### src/rtl/cache_arbiter.sv
// Arbitrates I-cache and D-cache line requests onto one burst memory port.
// Lines move as BEATS beats; the arbiter alternates grants when both ports request.
module cache_arbiter #(
    parameter int LINE_W = 256,
    parameter int BEAT_W = 64
) (
    input  logic              clk,
    input  logic              rst,
    input  logic              icache_read,
    input  logic [31:0]       icache_address,
    output logic [LINE_W-1:0] icache_rdata,
    output logic              icache_resp,
    input  logic              dcache_read,
    input  logic              dcache_write,
    input  logic [31:0]       dcache_address,
    input  logic [LINE_W-1:0] dcache_wdata,
    output logic [LINE_W-1:0] dcache_rdata,
    output logic              dcache_resp,
    output logic              pmem_read,
    output logic              pmem_write,
    output logic [31:0]       pmem_address,
    output logic [BEAT_W-1:0] pmem_burst_wdata,
    input  logic [BEAT_W-1:0] pmem_burst_rdata,
    input  logic              pmem_resp
);

    localparam int BEATS = LINE_W / BEAT_W;
    localparam int CW    = (BEATS > 1) ? $clog2(BEATS) : 1;

    typedef enum logic [2:0] {
        IDLE,
        I_READ,
        D_READ,
        D_WRITE,
        DONE
    } state_t;

    state_t            state_q, state_d;
    logic [CW-1:0]     beat_q, beat_d;
    logic              last_d_q, last_d_d;
    logic              gnt_d_q, gnt_d_d;
    logic [31:5]       addr_q, addr_d;
    logic [LINE_W-1:0] line_q, line_d;
    logic [LINE_W-1:0] irdata_q, irdata_d;
    logic [LINE_W-1:0] drdata_q, drdata_d;
    logic [LINE_W-1:0] fill_line;
    logic              i_req, d_req, last_beat;
    logic              unused_addr_lsbs;

    assign unused_addr_lsbs = ^{icache_address[4:0], dcache_address[4:0]};

    assign i_req     = icache_read;
    assign d_req     = dcache_read | dcache_write;
    assign last_beat = (beat_q == CW'(BEATS - 1));

    always_comb begin
        fill_line = line_q;
        fill_line[beat_q*BEAT_W +: BEAT_W] = pmem_burst_rdata;
    end

    always_comb begin
        state_d     = state_q;
        beat_d      = beat_q;
        last_d_d    = last_d_q;
        gnt_d_d     = gnt_d_q;
        addr_d      = addr_q;
        line_d      = line_q;
        irdata_d    = irdata_q;
        drdata_d    = drdata_q;
        pmem_read   = 1'b0;
        pmem_write  = 1'b0;
        icache_resp = 1'b0;
        dcache_resp = 1'b0;
        unique case (state_q)
            IDLE: begin
                // D wins a conflict unless it was the one served last
                if (d_req && (!i_req || !last_d_q)) begin
                    gnt_d_d = 1'b1;
                    addr_d  = dcache_address[31:5];
                    beat_d  = '0;
                    if (dcache_write) begin
                        line_d  = dcache_wdata;
                        state_d = D_WRITE;
                    end else begin
                        state_d = D_READ;
                    end
                end else if (i_req) begin
                    gnt_d_d = 1'b0;
                    addr_d  = icache_address[31:5];
                    beat_d  = '0;
                    state_d = I_READ;
                end
            end
            I_READ, D_READ: begin
                pmem_read = 1'b1;
                if (pmem_resp) begin
                    line_d = fill_line;
                    beat_d = beat_q + CW'(1);
                    if (last_beat) begin
                        beat_d  = '0;
                        state_d = DONE;
                        if (state_q == I_READ) irdata_d = fill_line;
                        else                   drdata_d = fill_line;
                    end
                end
            end
            D_WRITE: begin
                pmem_write = 1'b1;
                if (pmem_resp) begin
                    beat_d = beat_q + CW'(1);
                    if (last_beat) begin
                        beat_d  = '0;
                        state_d = DONE;
                    end
                end
            end
            DONE: begin
                icache_resp = !gnt_d_q;
                dcache_resp = gnt_d_q;
                last_d_d    = gnt_d_q;
                state_d     = IDLE;
            end
            default: state_d = IDLE;
        endcase
    end

    always_ff @(posedge clk or negedge rst) begin
        if (!rst) begin
            state_q  <= IDLE;
            beat_q   <= '0;
            last_d_q <= 1'b0;
            gnt_d_q  <= 1'b0;
            addr_q   <= '0;
            line_q   <= '0;
            irdata_q <= '0;
            drdata_q <= '0;
        end else begin
            state_q  <= state_d;
            beat_q   <= beat_d;
            last_d_q <= last_d_d;
            gnt_d_q  <= gnt_d_d;
            addr_q   <= addr_d;
            line_q   <= line_d;
            irdata_q <= irdata_d;
            drdata_q <= drdata_d;
        end
    end

    assign pmem_address     = {addr_q, 5'b0};
    assign pmem_burst_wdata = line_q[beat_q*BEAT_W +: BEAT_W];
    assign icache_rdata     = irdata_q;
    assign dcache_rdata     = drdata_q;

endmodule

### config.mk
export PLATFORM = sky130hd
export DESIGN_NAME = cache_arbiter
export DESIGN_NICKNAME = d
export VERILOG_FILES = /design/src/rtl/cache_arbiter.sv
export SDC_FILE = /design/constraint.sdc
export NUM_CORES = 2
export LEC_CHECK = 0
export CAP_MARGIN = 20
export CORE_AREA = 4 4 393 395
export DETAILED_ROUTE_END_ITERATION = 10
export DIE_AREA = 0 0 397 399
export RECOVER_POWER = 50
export SLEW_MARGIN = 20
export SYNTH_ARGS = -nofsm -noshare
export SYNTH_HDL_FRONTEND = slang
export SYNTH_SLANG_ARGS = --single-unit
### constraint.sdc
create_clock -name clk -period 5.8 [get_ports clk]
set_clock_uncertainty 0.1 [all_clocks]
set_input_delay 1.16 -clock clk [delete_from_list [all_inputs] [get_ports clk]]
set_output_delay 1.16 -clock clk [all_outputs]
set_load 0.01 [all_outputs]
# Yosys cells after proc, flatten, opt, wreduce, memory -nomap -nowiden
# Cells that the tools add are included.
[op_classes]
magnitude_cmp = 0
n_addsub = 2
n_div = 0
n_bitwise = 2
mux = 24
reduce_logical = 17
n_shift = 3
eq_ne = 11
mul = 0
[op_table]
columns = ["operator", "count"]
rows = [
  ["2-to-1 mux 256 bit", 3],
  ["one-hot mux 256 bit (2 select lines)", 1],
  ["bitwise mux 256 bit", 1],
  ["variable shift 64 x 34 -> 256 bit, first input constant", 1],
  ["indexed part select 256 x 9 -> 64 bit", 1],
  ["indexed part select 64 x 34 -> 256 bit", 1],
  ["2-to-1 mux 27 bit", 2],
  ["negation 8 -> 34 bit", 1],
  ["2-to-1 mux 3 bit", 4],
  ["AND reduction 4 bit", 3],
  ["2-to-1 mux 2 bit", 4],
  ["2-to-1 mux 1 bit", 7],
  ["equality test 3 x 2 -> 1 bit, second input constant", 2],
  ["inequality test 2 bit, second input constant", 3],
  ["one-hot mux 3 bit (2 select lines)", 1],
  ["AND reduction 3 bit", 2],
  ["nonzero test 2 bit", 3],
  ["inequality test 2 x 1 -> 1 bit, second input constant", 2],
  ["one-hot mux 2 bit (2 select lines)", 1],
  ["equality test 3 x 1 -> 1 bit, second input constant", 1],
  ["equality test 3 bit, second input constant", 1],
  ["zero test 1 bit", 3],
  ["zero test 3 bit", 1],
  ["inequality test 3 bit, second input constant", 1],
  ["other kinds (9)", 9],
]
[word_totals]
latch_bits = 0
out_inout_bits = 612
inputBits = 390
romBits = 0
mem_bits_rw = 0
register_bits = 802
memories = 0

# Logic depth before layout (Yosys ltp)
[depth]
depth_word = 5
depth_mapped = 11
depth_no_buf = 6

# Least setup slack after synthesis
# Ideal clock, no wire load.
[synth_path]
path_type = "register to output"
start = "register beat_q[0]"
end = "output pmem_burst_wdata[10]"
arrival_ps = 1749
slack_ps = 2791
n_path_buf = 3
path_stages_with_launch = 5
required_time_ps = 4540
path_cell_list = "dfrtp_1 clkbuf_1 buf_2 buf_2 mux4_2"
[synth_between]
elab_chain_cells = 1
[synth_rtl]
columns = ["item", "line_no", "rtl"]
rows = [
  ["start, declared", "39", "logic [CW-1:0] beat_q, beat_d;"],
  ["start signal, assigned", "139", "beat_q <= beat_d;"],
  ["indexed part select 256 x 9 -> 64 bit", "150", "assign pmem_burst_wdata = line_q[beat_q*BEAT_W +: BEAT_W];"],
  ["end, declared", "22", "output logic [BEAT_W-1:0] pmem_burst_wdata,"],
]
# Every way passes these cells.

# Final worst setup path
[layout_path]
start = "register beat_q[0]"
end = "output pmem_burst_wdata[3]"
# The elaborated chain is that of the path after synthesis.

==> reports/results.txt <==
Status: finished with violations
Failing checks: max-capacitance violations, max-slew violations
Placed instance area: 48300 µm²
Vias in the first global route: 30900
Die H: 399 µm
Gate power share: 50.3%
Synth Flop Type: dfrtp_1
Setup tns final: 0 ns
Met1 Track Usage GR: 26.8%
Final hold vios: 0
Sw frac: 42.8%
FILL cells: 15300
Initial antenna violation count: 64
TritonCTS clock tree: built
Reg2Reg Setup Slack: 1.93 ns
Vias: 31300
Async S/R FF share, synth: 100%
Gr busiest metal: met2
Met3 Usage GRT: 6.26%
Kind of critical path: register to primary output
CTS H-tree depth: 3
Core outline area: 151000 µm²
Starting Density: 24.0%
Seq/Total Area, Yosys: 55.3%
Row count: 143
Worst slew pin tran: 2.73 ns
Synth area leader: dfrtp_1
Period utilization: 79.5%
Most common cell after layout, fill and taps aside: dfrtp_1
Drt total wl: 174000 µm
Met2 usage: 34.0%
Total congestion overflow: 0
Clock Latency Late Sink: 0.71 ns
Vias per inst: 4.92
Final antenna-violating net count: 0
Static leakage: 22.3 nW
Port-buffer cells: 986
Sequential Power Share: 29.7%
Synth warn: 0
Net count, final: 4618
Die Width: 397 µm
Tot GR Track Use: 21.2%
Max IR drop VDD: 0.709 mV
Final setup violation count: 0
Max-slew violation count: 471
P_sw: 13.9 mW
Total Power: 32.5 mW
IO Pins: 1002
Synth cell types: 38
Gates resized, CTS repair: 0
Post-CTS Hold Buffers: 0
Synthesis-stage register bit count: 802
DPL Wire Length: 127000 µm
Design area: 51600 µm²
Int Power: 18.6 mW
Max-cap violations: 7
Max clock buf depth: 3
Worst setup SP type: register
Synthesized area per cell: 10.8 µm²
Synth Instances: 3356
Root Driver: clkbuf_16
DRT iter0 DRCs: 2740
Nature of the critical path endpoint: primary output
RSZ-0062 raised after global routing: no
Synthesized cell area: 36300 µm²
Clock slew at reported path FFs: 0.06 ns
Drc violations: 0
Clock power frac: 20.1%
Synth-to-Final Area Change: 42.4%
Post-CTS Setup Inserts: 0
Most frequent cells in the layout: 800 x dfrtp_1, 714 x clkdlybuf4s50_1, 522 x nand2_1
TritonCTS Buffers: 94
DIE AREA: 158000 µm²
Synth area leaders: dfrtp_1 55%, mux2i_1 7.8%, o2bb2ai_1 6.2%
Drt first pass iters: 5
Crit path arrival time: 3.35 ns
First-pass GRT wire length: 242000 µm
Slew HR: -82.3%
Crit path time final: 4.61 ns
HP Class: register to register
Number of synthesized flops with an enable pin: 0
Cell Pwr Density: 630 nW/µm²
Crit path max fanout: 36
CP required: 4.54 ns
Area fraction of the dominant cell type after synthesis: 55.3%
Fmax: 0.217 GHz
GPL Wtd Cong: 0.884
Clock sink count: 802
Pin count of the biggest net entering global routing: 191
Per-cell routed wire length: 27.4 µm
Layout cells sized above 1: 7.39%
## cells by family (layout without fill, tap and decap cells)
group	count (synthesis)	after routing	synth area share (%)
other cells	1	36	0.0103
mux	347	347	11.8
flops	802	802	55.3
buf+inv	305	1246	4.04
fa+ha+maj	6	6	0.207
compound gates	1067	1067	17.5
simple gates	827	827	11.2
xor+xnor	1	1	0.0241
## registers in the layout (all words and copies together), names as in the netlist
name          cells
dcache_rdata    256
addr_q           27
last_d_q          1
beat_q            2
state_q           3
line_q          256
gnt_d_q           1
icache_rdata    256
## cells in the mapped netlist (31+ instances only)
cell type / count
dfrtp_1: 802
and4b_1: 65
o21ai_0: 332
o2bb2ai_1: 257
and2_1: 192
mux4_2: 64
a21oi_1: 287
nand2_1: 521
buf_2: 100
o21ai_1: 180
clkbuf_1: 148
mux2i_1: 283
nor2_1: 31
## final cells by class
cell class | instances | area (µm²) | share of cell area (%)
flip-flops and latches | 802 | 20100 | 38.9
multi-input cells | 2253 | 14900 | 28.8
repair buffers | 1063 | 10700 | 20.7
clock buffers | 124 | 2650 | 5.13
well taps | 2030 | 2540 | 4.92
clock inverters | 51 | 724 | 1.40
diodes | 31 | 77.6 | 0.150
inverters | 8 | 36.3 | 0.0703
## stage by stage
| step | cells | worst slack [ns] | hold slack [ns] | utilization [%] |
|---|---|---|---|---|
| after floorplan | 3360 | 2.79 | 0.365 | - |
| after global placement | 6156 | 1.58 | 0.363 | 31.9 |
| after detailed placement | 6156 | 1.57 | 0.369 | 31.9 |
| after CTS | 6331 | 1.05 | 0.375 | 34.2 |
| after global routing | 6354 | 0.593 | 0.393 | 34.1 |
| final | 6362 | 1.19 | 0.371 | 34.2 |
## worst max-delay path, stage by stage, from the launching register on
cell and delay, ns:
dfrtp_4 1.01, buf_4 0.34, mux4_2 0.56, clkdlybuf4s50_1 0.64
## power groups by stage
stage / sequential, mW / clock, mW / combinational, mW
floorplan: 9.74 / 0 / 7.59
CTS: 9.63 / 6.66 / 16.7
global placement: 9.64 / 0 / 16.5
finish: 9.64 / 6.52 / 16.3
detailed placement: 9.70 / 0 / 16.7
global route: 9.89 / 6.88 / 17.3
## metal layers
layer / wire length (µm) / part of all wire (%)
met1: 69800 / 40
met2: 82200 / 47
met3: 15200 / 8.7
met4: 6730 / 3.9
met5: 213 / 0.12
## final timing paths
path | from | end | cells past startpoint
max | beat_q[0]$_DFFE_PN0P_ | pmem_burst_wdata[3] | 3
min | icache_rdata[7]$_DFFE_PN0P_ | icache_rdata[7]$_DFFE_PN0P_ | 2
max reg2reg | beat_q[0]$_DFFE_PN0P_ | dcache_rdata[116]$_DFFE_PN0P_ | 7
min reg2reg | icache_rdata[7]$_DFFE_PN0P_ | icache_rdata[7]$_DFFE_PN0P_ | 2
max in group asynchronous | rst | dcache_rdata[202]$_DFFE_PN0P_ | 2
min in group asynchronous | rst | line_q[58]$_DFFE_PN0P_ | 1
Power figures use the tool's default switching activity.
